--- src/rtl/escalonador_comparador_5bits.sv ---
// Two-requester round-robin scheduler sharing one serial (LSB-first) 1-bit XOR comparator.
// Define COMPARE_EARLY_EXIT_EN to finish a compare at the first differing bit.
module escalonador_comparador_5bits (
    input  logic       clk,
    input  logic       rst_n,
    input  logic       req0,
    input  logic [4:0] a0,
    input  logic [4:0] b0,
    input  logic       req1,
    input  logic [4:0] a1,
    input  logic [4:0] b1,
    output logic       gnt0,
    output logic       gnt1,
    output logic       busy,
    output logic       done0,
    output logic       done1,
    output logic       result
);

    typedef enum logic [1:0] {
        IDLE    = 2'd0,
        COMPARE = 2'd1,
        DONE    = 2'd2
    } state_e;

`ifdef COMPARE_EARLY_EXIT_EN
    localparam bit EarlyExit = 1'b1;
`else
    localparam bit EarlyExit = 1'b0;
`endif

    state_e     state_q, state_d;
    logic [2:0] cnt_q, cnt_d;
    logic       acc_q, acc_d;
    logic       ptr_q, ptr_d;
    logic       gnt0_q, gnt0_d;
    logic       gnt1_q, gnt1_d;
    logic       result_q, result_d;
    logic [4:0] a_q, a_d;
    logic [4:0] b_q, b_d;

    logic       win1;
    logic       bit_diff;
    logic       last_bit;

    // Requester 1 wins when alone, or when both ask and the pointer favours it.
    assign win1     = req1 && (!req0 || ptr_q);
    assign bit_diff = a_q[cnt_q] ^ b_q[cnt_q];
    assign last_bit = (cnt_q == 3'd4) || (EarlyExit && bit_diff);

    // NOTE: every variable gets its hold value first so no path through the case leaves it unassigned (no latches).
    always_comb begin
        state_d  = state_q;
        cnt_d    = cnt_q;
        acc_d    = acc_q;
        ptr_d    = ptr_q;
        gnt0_d   = gnt0_q;
        gnt1_d   = gnt1_q;
        result_d = result_q;
        a_d      = a_q;
        b_d      = b_q;

        case (state_q)
            IDLE: begin
                if (req0 || req1) begin
                    state_d = COMPARE;
                    a_d     = win1 ? a1 : a0;
                    b_d     = win1 ? b1 : b0;
                    gnt0_d  = !win1;
                    gnt1_d  = win1;
                    cnt_d   = 3'd0;
                    acc_d   = 1'b0;
                end
            end
            COMPARE: begin
                acc_d = acc_q | bit_diff;
                cnt_d = cnt_q + 3'd1;
                if (last_bit) begin
                    state_d  = DONE;
                    result_d = acc_q | bit_diff;
                end
            end
            DONE: begin
                state_d = IDLE;
                gnt0_d  = 1'b0;
                gnt1_d  = 1'b0;
                ptr_d   = gnt0_q;
            end
            default: state_d = IDLE;
        endcase
    end

    // NOTE: state registers use non-blocking assignments so all of them update from the same pre-edge values.
    always_ff @(posedge clk or negedge rst_n) begin
        if (!rst_n) begin
            state_q  <= IDLE;
            cnt_q    <= 3'd0;
            acc_q    <= 1'b0;
            ptr_q    <= 1'b0;
            gnt0_q   <= 1'b0;
            gnt1_q   <= 1'b0;
            result_q <= 1'b0;
        end else begin
            state_q  <= state_d;
            cnt_q    <= cnt_d;
            acc_q    <= acc_d;
            ptr_q    <= ptr_d;
            gnt0_q   <= gnt0_d;
            gnt1_q   <= gnt1_d;
            result_q <= result_d;
        end
    end

    // NOTE: operand latches are pure datapath, always loaded before use, so they carry no reset.
    always_ff @(posedge clk) begin
        a_q <= a_d;
        b_q <= b_d;
    end

    assign gnt0   = gnt0_q;
    assign gnt1   = gnt1_q;
    assign busy   = (state_q != IDLE);
    assign done0  = (state_q == DONE) && gnt0_q;
    assign done1  = (state_q == DONE) && gnt1_q;
    assign result = result_q;

endmodule

--- config.mk ---
export PLATFORM = sky130hd
export DESIGN_NAME = escalonador_comparador_5bits
export DESIGN_NICKNAME = d
export VERILOG_FILES = /design/src/rtl/escalonador_comparador_5bits.sv
export SDC_FILE = /design/constraint.sdc
export NUM_CORES = 1
export LEC_CHECK = 0
export ABC_AREA = 0
export BUFFER_PORTS_ARGS = -buffer_cell sky130_fd_sc_hd__clkbuf_2
export CORE_UTILIZATION = 35
export DETAILED_ROUTE_END_ITERATION = 7
export HOLD_SLACK_MARGIN = 0.06
export PLACE_DENSITY = 0.6
export SETUP_SLACK_MARGIN = 0.02
export SLEW_MARGIN = 20
export SYNTH_ARGS = -nofsm -noshare
export SYNTH_HDL_FRONTEND = slang
export SYNTH_SLANG_ARGS = --single-unit
--- constraint.sdc ---
create_clock -name clk -period 2.2 [get_ports clk]
set_input_delay 0.33 -clock clk [delete_from_list [all_inputs] [get_ports clk]]
set_output_delay 0.33 -clock clk [all_outputs]
set_load 0.05 [all_outputs]
==> impl_metrics.ini <==
[run_status]
status = finished clean

[timing]
rsz0062_at_grt = no
relSlewSlack_pct = 72.69
layout_setup_ws_ps = 410.4
clock.fmax_ghz = 0.5588
fin_tns_setup_ps = 0
fin_crit_sh_pct = 81.34
hold_violations = 0
hold_slack_ps = 314.9
drv_slew = 0
period_minus_slack_ps = 1790
setup_viol = 0
tightest_slew_ps = 408.7
fin_skew_ps = 6.772

[cts]
cts_hold_buf = 1
cts_buffers = 3
clock_latency_ps = 310
cts_num_sinks = 20
h-tree-depth = 1
cts_root_buffer = clkbuf_4
clockBufferDepth = 2
cts_resized = 0
cts_tree = done
cts.clk_slew.worst_paths_ps = 120
postCtsSetupBuffers = 0

[synth]
async_flop_share_pct = 50.00
avgSynthCellArea_um2 = 12.97
synth_ff_type = edfxtp_1
synth_top_area_share_pct = 30.46
syn_nets = 102
ys_top_cells_by_count = mux2_2, dfrtp_1, edfxtp_1
yosys_warnings = 0
syn_inst = 76
synth.most_common_cell = mux2_2
synth-seq-area-share_pct = 55.84
netlist_area_um2 = 985.9
synth-edff-count = 10
yosys.area.top_type = edfxtp_1
ys_types = 29
ys_seq_elements = 20
synthTopCellsByArea = edfxtp_1, dfrtp_1, mux2_2

[routing]
wl_per_cell_um = 12.02
dr_total_vias = 708
drc_errors = 0
drtIter0Drc = 9
postRouteAntennaNets = 0
viasPerCell = 5.057
dr.pass1.iters = 2
wl_um = 1683

[critical_path]
r2r_end = a_q[0]
cp-endpoint = done0
critPathArrivalTime_ps = 1460
cp_data_required_time_ps = 1870
r2r_start = state_q[0]
r2r_setup_slack_ps = 770
crit_path_top_delay_cell = dfrtp_1
crit_family = flip-flops
worstSetupPathType = reg2out
path_max_fanout = 7
crit_buf_inv = 1
slowest_delay_ps = 460
crit_chain = nor2b_1, and2_1, clkbuf_2
rr_worst_depth = 2
cp_num_cells = 3
crit_path_start = state_q[0]
endpoint_kind = output port
worst_setup_path_start_kind = flip-flop

[place]
hpwl_um = 1296
gp_congestion = 0.8065
portBuffers = 29
dp.cells = 135
pre_cts_slack_ps = 754.0

[pwr]
vdd_drop_max_mv = 0.6850
p_leak_nw = 0.5343
power_density_nw_per_um2 = 1251
power_mw = 1.540

[die]
dieHeight_um = 55.08
io_pins = 30
start_util_pct = 38.40
fp-row-count = 18
die_area_um2 = 3033
core_area_um2 = 2567
fp.dieW_um = 55.08

[flow_run]
cap_viol_max_count = 0

[min_path]
min_path_cells = 3
hp-class = in2reg

[final_layout]
diodes = 0
stdcell_count = 140
drive_gt1_share_pct = 42.73
fin_nets = 137
syn_to_final_growth_pct = 24.87

[grt]
grt_max_degree = 16
grt_pass1_vias = 661
grt_pass1_wl_um = 2856
antenna_found_initial = 0
track_usage_pct = 13.93
grt-ovfl-total = 0
worst register-to-register path: stages, from the launching register on:
cell and delay [ps]:
dfrtp_1 460, or2_4 280, nor2_4 360
power by group:
group          leakage [nW]  total [mW]  internal [mW]  switching (mW)
Sequential            0.214       0.648          0.539           0.109
Combinational         0.292       0.592          0.236           0.357
Clock                0.0279       0.300          0.184           0.116
Total                 0.534        1.54          0.959           0.581
logic make-up (layout without fill, tap and decap cells):
group	after synthesis	in the layout	synth area share [%]
AO/OA/AOI/OAI	14	14	9.900
XOR/XNOR	6	6	5.330
adder cells (fa/ha/maj)	2	2	2.538
buffers and inverters	2	36	0.7617
flip-flops	20	20	55.84
multiplexers	11	11	12.56
AND/OR/NAND/NOR	21	21	13.07
through the flow:
stage	util (%)	cell area, um^2
floorplan	-	985.9
global placement	45.52	1169
detailed placement	45.52	1169
CTS	47.95	1231
global route	47.95	1231
finish	47.95	1231
worst min path at each step:
stage,from,end
3_5_place_dp,rst_n,cnt_q[2]
3_3_place_gp,rst_n,cnt_q[1]
5_1_grt,a0[2],a_q[2]
2_1_floorplan,rst_n,acc_q
6_report,req1,gnt1
4_1_cts,b0[3],b_q[3]
registers in the layout (all words and copies together), names as in the netlist:
name / count
gnt1: 1
a_q: 5
gnt0: 1
b_q: 5
result: 1
ptr_q: 1
acc_q: 1
state_q: 2
cnt_q: 3
layout make-up:
cell class	count	area [um^2]
Clock inverter	1	30.03
Tap cell	30	37.54
Fill cell	238	1336
Multi-Input combinational cell	54	427.9
Clock buffer	3	22.52
Sequential cell	20	550.5
Inverter	2	7.507
Timing Repair Buffer	30	155.1
cell usage in the layout, fill, tap and decap left out, types with 2 or more instances in the layout:
| master | count |
|---|---|
| clkbuf_2 | 29 |
| mux2_2 | 11 |
| edfxtp_1 | 10 |
| dfrtp_1 | 10 |
| xor2_1 | 6 |
| nor2_1 | 4 |
| clkbuf_4 | 3 |
| nand2b_1 | 2 |
| nor2b_1 | 2 |
| and2_1 | 2 |
| inv_1 | 2 |
| o21ai_0 | 2 |
| nand2_1 | 2 |
| nand3b_1 | 2 |
| nor3b_1 | 2 |
| a31oi_1 | 2 |
| a21oi_1 | 2 |
| ha_1 | 2 |
layer usage:
layer | track usage, % | wire length [um] | share of wire, % | vias up
met1 | 16.07 | 772 | 46 | 335
li1 | - | - | - | 348
met4 | 5.000 | 23 | 1.4 | 0
met5 | 0 | 0 | 0 | -
met2 | 23.09 | 785 | 47 | 20
met3 | 5.738 | 102 | 6.1 | 5
(Power assumes the default switching activity.)
